===== config.mk =====
export PLATFORM = sky130hd
export DESIGN_NAME = imem_loader
export DESIGN_NICKNAME = d
export VERILOG_FILES = /design/src/rtl/imem_loader_pkg.sv /design/src/rtl/imem_loader_word_assembler.sv /design/src/rtl/imem_loader.sv
export SDC_FILE = /design/constraint.sdc
export NUM_CORES = 1
export LEC_CHECK = 0
export BUFFER_PORTS_ARGS = -buffer_cell sky130_fd_sc_hd__buf_2
export CAP_MARGIN = 30
export CORE_MARGIN = 2
export CORE_UTILIZATION = 29
export CTS_CLUSTER_SIZE = 16
export DETAILED_ROUTE_END_ITERATION = 6
export SLEW_MARGIN = 30
export SYNTH_ARGS = -nofsm -noshare
export SYNTH_HDL_FRONTEND = slang
export SYNTH_SLANG_ARGS = --single-unit

===== constraint.sdc =====
create_clock -name clk -period 3.2 [get_ports clk]
set_input_delay 0.8 -clock clk [delete_from_list [all_inputs] [get_ports clk]]
set_output_delay 0.8 -clock clk [all_outputs]
set_load 0.005 [all_outputs]

===== src/rtl/imem_loader_pkg.sv =====
// Shared constants for the instruction-memory loader: stream framing widths and FSM state codes.
package imem_loader_pkg;

    localparam int BYTES_PER_WORD = 4;
    localparam int LEN_W          = 16;
    localparam int WORD_W         = 32;

    typedef logic [2:0] state_t;

    localparam state_t ST_IDLE   = 3'd0;
    localparam state_t ST_LEN_LO = 3'd1;
    localparam state_t ST_LEN_HI = 3'd2;
    localparam state_t ST_DATA   = 3'd3;
    localparam state_t ST_WRITE  = 3'd4;
    localparam state_t ST_DONE   = 3'd5;
    localparam state_t ST_ERROR  = 3'd6;

endpackage


===== src/rtl/imem_loader_word_assembler.sv =====
// Packs accepted stream bytes little-endian into a 32-bit word and flags the fourth byte.
module word_assembler
    import imem_loader_pkg::*;
(
    input  logic              clk,
    input  logic              reset_n,
    input  logic [7:0]        rx_byte,
    input  logic              accept,
    input  logic              clear,
    output logic [WORD_W-1:0] word,
    output logic              word_complete
);

    logic [1:0] byte_cnt;

    // Bytes land directly in their lane, so no shifting is needed and the
    // counter wraps to 0 by itself after each complete word.
    always_ff @(posedge clk or negedge reset_n) begin
        if (!reset_n) begin
            byte_cnt <= '0;
            word     <= '0;
        end else if (clear) begin
            byte_cnt <= '0;
            word     <= '0;
        end else if (accept) begin
            word[8*byte_cnt +: 8] <= rx_byte;
            byte_cnt              <= byte_cnt + 2'd1;
        end
    end

    assign word_complete = accept && (byte_cnt == 2'(BYTES_PER_WORD - 1));

endmodule


===== src/rtl/imem_loader.sv =====
// Streams a length-prefixed byte image into imem and releases the core from reset once it is complete.
module imem_loader
    import imem_loader_pkg::*;
#(
    parameter  int IMEM_DEPTH = 256,
    localparam int ADDR_W     = $clog2(IMEM_DEPTH)
) (
    input  logic              clk,
    input  logic              reset_n,
    input  logic              load_start,
    input  logic [7:0]        rx_data,
    input  logic              rx_valid,
    output logic              rx_ready,
    output logic              imem_we,
    output logic [ADDR_W-1:0] imem_waddr,
    output logic [31:0]       imem_wdata,
    output logic              core_reset_n,
    output logic              load_done,
    output logic              load_error
);

    state_t             state;
    state_t             state_nxt;
    logic [7:0]         len_lo;
    logic [LEN_W-1:0]   n_words;
    logic [LEN_W-1:0]   len_full;
    logic [ADDR_W-1:0]  word_idx;
    logic               core_reset_q;
    logic               rx_accept;
    logic               start_ok;
    logic               len_bad;
    logic               last_word;
    logic               asm_accept;
    logic               asm_complete;
    logic [WORD_W-1:0]  asm_word;

    assign rx_ready   = (state == ST_LEN_LO) || (state == ST_LEN_HI) || (state == ST_DATA);
    assign rx_accept  = rx_valid && rx_ready;
    assign start_ok   = load_start &&
                        ((state == ST_IDLE) || (state == ST_DONE) || (state == ST_ERROR));
    assign len_full   = {rx_data, len_lo};
    assign len_bad    = (len_full == '0) || (len_full > LEN_W'(IMEM_DEPTH));
    assign last_word  = (LEN_W'(word_idx) == (n_words - LEN_W'(1)));
    assign asm_accept = rx_accept && (state == ST_DATA);

    word_assembler u_asm (
        .clk           (clk),
        .reset_n       (reset_n),
        .rx_byte       (rx_data),
        .accept        (asm_accept),
        .clear         (start_ok),
        .word          (asm_word),
        .word_complete (asm_complete)
    );

    always_comb begin
        state_nxt = state;
        case (state)
            ST_IDLE, ST_DONE, ST_ERROR: if (load_start) state_nxt = ST_LEN_LO;
            ST_LEN_LO: if (rx_accept) state_nxt = ST_LEN_HI;
            ST_LEN_HI: if (rx_accept) state_nxt = len_bad ? ST_ERROR : ST_DATA;
            ST_DATA:   if (asm_complete) state_nxt = ST_WRITE;
            ST_WRITE:  state_nxt = last_word ? ST_DONE : ST_DATA;
            default:   state_nxt = ST_IDLE;
        endcase
    end

    always_ff @(posedge clk or negedge reset_n) begin
        if (!reset_n) begin
            state        <= ST_IDLE;
            len_lo       <= '0;
            n_words      <= '0;
            word_idx     <= '0;
            core_reset_q <= 1'b0;
        end else begin
            state        <= state_nxt;
            core_reset_q <= (state_nxt == ST_DONE);
            if (start_ok)
                word_idx <= '0;
            if (rx_accept && (state == ST_LEN_LO))
                len_lo <= rx_data;
            if (rx_accept && (state == ST_LEN_HI)) begin
                n_words  <= len_full;
                word_idx <= '0;
            end
            // Index stops at N-1, so it never wraps even when N == IMEM_DEPTH.
            if ((state == ST_WRITE) && !last_word)
                word_idx <= word_idx + ADDR_W'(1);
        end
    end

    assign imem_we      = (state == ST_WRITE);
    assign imem_waddr   = word_idx;
    assign imem_wdata   = asm_word;
    assign core_reset_n = core_reset_q;
    assign load_done    = (state == ST_DONE);
    assign load_error   = (state == ST_ERROR);

endmodule


# Word-level counts from Yosys, hierarchy flattened
# Cells that the tools add are included.
# totals
latch_bits,0
regBits,70
memories,0
ram_bits,0
output_inout_bits,45
word_cells,56
rom_bits,0
# classes
reduce_logical,18
multipliers,0
eq_ne,9
n_bitwise,0
addsub,4
n_mux,15
div,0
shift,2
order_cmp,1
# ops
operator,n
$mux 32,2
$neg 5->34,1
$shift 8x34->32 const A,1
$shiftx 8x34->32,1
$bwmux 32,1
$mux 8,3
$mux 3,6
$eq 8x16->1,1
$gt 16x9->1 const B,1
$logic_not 16->1,1
$sub 16x1->16 const B,1
$pmux 3 s5,1
$eq 3x3->1 const B,4
$add 8x1->8 const B,1
$logic_and 1x1->1,7
$eq 3x2->1 const B,2
$logic_or 1x1->1,5
$mux 2,2
$eq 3x1->1 const B,1
$logic_not 3->1,1
$reduce_bool 3->1,1
$reduce_or 3->1,1
$add 2x1->2 const B,1
$eq 2x2->1 const B,1
other kinds (2),2

# Longest topological paths before layout
# logic_depth
word_depth,9
mapped_depth,10

# Modules after synthesis
# Synthesis repeated with hierarchy kept, for this count alone.
# unflattened
hier_cells,323
hier_area_um2,3688.5
# by_module_without_submodules
module,area_each_um2,cells_per_inst,n_inst,seq_area_each_um2
imem_loader,2114.5,199,1,900.9
word_assembler,1574.0,124,1,850.8

# Worst setup path after synthesis
# No wires, ideal clock.
# synth_path
kind,register -> register
start,reg n_words[6]
end,"reg word_idx[2], in the netlist imem_waddr[2]"
slack_ps,831
setup_time_ps,126
required_time_ps,3074
t_arrival_ps,2243
n_path_buf,1
stages_incl_launch_ff,9
path_cell_list,dfrtp_1 -> or4_4 -> nor4_2 -> nand4_1 -> a211oi_2 -> and3_1 -> buf_6 -> nor2_4 -> a221o_1
# synth_via
elab_chain_len,5
word_cells_on_any_way,6
cone_classes,add/sub: 1; eq/ne: 1; mux: 1; reduce/logical: 3
# synth_rtl
item,line_no,rtl
start: declaration,imem_loader.sv:25,logic [LEN_W-1:0] n_words;
start signal: assignment,imem_loader.sv:83,n_words <= len_full;
$sub 16x1->16 (*),imem_loader.sv:43,assign last_word = (LEN_W'(word_idx) == (n_words - LEN_W'(1)));
$eq 8x16->1 (*),imem_loader.sv:43,
$logic_not 1->1 (*),imem_loader.sv:87,if ((state == ST_WRITE) && !last_word)
$logic_and 1x1->1 (*),imem_loader.sv:87,
$reduce_bool 3->1 (no line) / $mux 8 (equally long branches),--,
end signal: assignment,imem_loader.sv:88,word_idx <= word_idx + ADDR_W'(1);
end: declaration,imem_loader.sv:27,logic [ADDR_W-1:0] word_idx;
# Every way passes the cells marked *; elsewhere a longest branch is shown, timed or not.
# A chain may end at the register's enable or synchronous reset.

# Worst setup path in the final report
# layout_path
start,reg n_words[6]
end,"reg word_idx[3], in the netlist imem_waddr[3]"
# The elaborated chain is that of the path after synthesis.

==> metrics.yaml <==
timing:
  setup_viol: 0
  layout_setup_ws_ns: 0.494
  setup_tns_ns: 0
  clock_skew_ns: 0.00912
  timing.fmax_mhz: 370
  min_period_ns: 2.71
  hold_viol_final: 0
  holdWs_ns: 0.503
  grt_setup_unrepaired: "false"
  slew_headroom: 0.518
  period_share: 0.846
  slew_viol_final: 0
  worst_slew_pin_slew_ns: 0.721
yosys:
  yosys.area.top_type: "dfrtp_1"
  ys_warn_count: 0
  synth.ff_latch_count: 70
  synth_cell_types: 53
  synth-edff-count: 0
  synth.most_common_cell: "dfrtp_1"
  syn_area_per_cell_um2: 10.5
  netlist_instances: 330
  synth_commonest_cells: "dfrtp_1 (70), nor2_1 (33), nand2_1 (29)"
  synth_top_area_share: 0.507
  synthesis.nets: 349
  async_reset_ff_frac: 1.00
  netlist_area_mm2: 0.00346
  synth_flop_cell: "dfrtp_1"
  ys_top_cells_by_area: "dfrtp_1 (51%), mux2_2 (6.8%), nor2_1 (3.6%)"
  yosysSeqAreaShare: 0.507
floorplan:
  dieArea_mm2: 0.0128
  rows: 39
  die_w_um: 113
  die_h_um: 113
  core_area_mm2: 0.0115
  ios: 57
  initial_core_util: 0.300
placed_design:
  gp_congestion: 0.909
  dp_slack_ns: 0.512
  hpwl_um: 6220
  post-place-cells: 526
  portBuffers: 56
clocking:
  cts_sinks: 70
  cts_tree: "built"
  clk_latency_ns: 0.34
  clkTransAtPathRegs_ns: 0.06
  numCtsBuffers: 9
  postCtsHoldBufs: 0
  clockRootBuffer: "clkbuf_16"
  clockBufferDepth: 2
  cts_resized: 0
  cts_htree_levels: 3
  post_cts_buffers: 0
grt:
  grt_use_total: 0.149
  grt_max_degree: 71
  grt_first_pass_wirelength_um: 14700
  grt_pass1_vias: 2737
  antenna_found_initial: 0
  grt-ovfl-total: 0
finish:
  nets: 413
  antenna_cells: 0
  area_growth_pct: 23.1
  final_cells: 542
  fillers: 1164
  drive_gt1_frac: 0.286
detailed_routing:
  ant_nets: 0
  first_pass_iters: 6
  wl_per_cell_um: 16.8
  viasPerCell: 5.20
  drc_errors: 3
  drtIter0Drc: 214
  drt_wl_total_um: 9100
  dr_total_vias: 2816
critical_path:
  worstPathCellList: "or4_4, nor4_2, nand4_1, a211oi_2, and3_1, nor2_4, a221o_1"
  crit_slowest_cell: "or4_4"
  critical_path.startpoint_type: "register"
  critPathTopFamily: "simple AND/OR/NAND/NOR gates"
  path_buf_inv: 0
  endpoint_kind: "register"
  cp_data_required_time_ns: 3.41
  path_class: "reg2reg"
  critical_path_arrival_ns: 2.92
  max_stage_delay_ns: 0.57
  cp_max_fo: 10
min_path:
  hold_class: "reg2reg"
flow_run:
  maxCapViolCount: 0
status:
  violations: "design-rule violations"
  status: "finished with violations"
power:
  ir_worst_vdd_mv: 0.262
  p_total_w: 0.00367
  p_leak_nw: 2.01
  p_per_area_mw_per_mm2: 863
state kept, by name, summed over array words and instances, names as in the netlist:
register        count
u_asm.byte_cnt      2
imem_waddr          8
n_words            16
u_asm.word         32
core_reset_n        1
state               3
len_lo              8
final cells by class:
| class | instances | area [um2] | area share |
|---|---|---|---|
| clock inverter | 6 | 93.8 | 0.0220 |
| clock buffer | 10 | 239 | 0.0561 |
| timing repair buffer | 63 | 337 | 0.0791 |
| sequential | 70 | 1750 | 0.412 |
| inverter | 13 | 48.8 | 0.0115 |
| multi-input combinational | 237 | 1610 | 0.378 |
| tap | 143 | 179 | 0.0420 |
cell families after synthesis:
logic type                 after synthesis  synth area share
muxes                                   23            0.0742
adders and majority gates                7            0.0253
buffers and inverters                   23            0.0304
AOI/OAI and AO/OA                       73             0.154
and+or+nand+nor                        122             0.179
DFF                                     70             0.507
xor gates and xnor gates                12            0.0304
worst paths after layout:
| kind | from | cells after the start | to | slack, ns |
|---|---|---|---|---|
| hold reg to reg | u_asm.word[19]$_DFFE_PN0P_ | 1 | u_asm.word[19]$_DFFE_PN0P_ | 0.50 |
| min in group asynchronous | reset_n | 2 | u_asm.word[5]$_DFFE_PN0P_ | 0.57 |
| setup reg to reg | n_words[6]$_DFFE_PN0P_ | 7 | imem_waddr[3]$_DFFE_PN0P_ | 0.49 |
| max in group asynchronous | reset_n | 2 | imem_waddr[6]$_DFFE_PN0P_ | 2.19 |
| hold / removal | u_asm.word[19]$_DFFE_PN0P_ | 1 | u_asm.word[19]$_DFFE_PN0P_ | 0.50 |
| setup / recovery | n_words[6]$_DFFE_PN0P_ | 7 | imem_waddr[3]$_DFFE_PN0P_ | 0.49 |
routing by layer:
layer	up-vias	wire [um]	global-route usage
met3	9	496	0.0471
li1	1336	-	-
met5	-	0	0
met1	1397	4350	0.203
met2	74	4140	0.227
met4	0	112	0.0480
cell usage in the layout, fill, tap and decap left out, types with 4 or more instances in the layout:
master     count
dfrtp_1       70
buf_2         56
nor2_1        33
nand2_1       29
mux2_2        21
a22oi_1       16
nand3_1       15
inv_1         13
nor4_1        11
a21oi_1       11
o21ai_0        9
clkbuf_16      9
a22o_1         8
xnor2_1        7
ha_1           7
buf_4          6
xor2_1         5
nand2b_1       4
nor3_1         4
and3_1         4
a221o_1        4
a211oi_1       4
stage by stage:
| stage | instance area (um2) | util |
|---|---|---|
| after floorplan | 3460 | - |
| after global placement | 3920 | 0.340 |
| after detailed placement | 3920 | 0.340 |
| after CTS | 4250 | 0.369 |
| after global routing | 4260 | 0.370 |
| final | 4260 | 0.370 |
power breakdown:
| part | leakage (nW) | internal [W] | switching (W) | total [W] |
|---|---|---|---|---|
| Clock | 0.159 | 0.000709 | 0.000397 | 0.00111 |
| Combinational | 0.932 | 0.000528 | 0.000628 | 0.00116 |
| Sequential | 0.922 | 0.00112 | 0.000292 | 0.00141 |
| Total | 2.01 | 0.00236 | 0.00132 | 0.00367 |
worst reg2reg max path, delay by kind of cell (launching register included):
family / cells / cell delay, ns
simple gates: 5 / 1.57
compound gates: 2 / 0.59
flops: 1 / 0.44
Power figures use the tool's default switching activity.
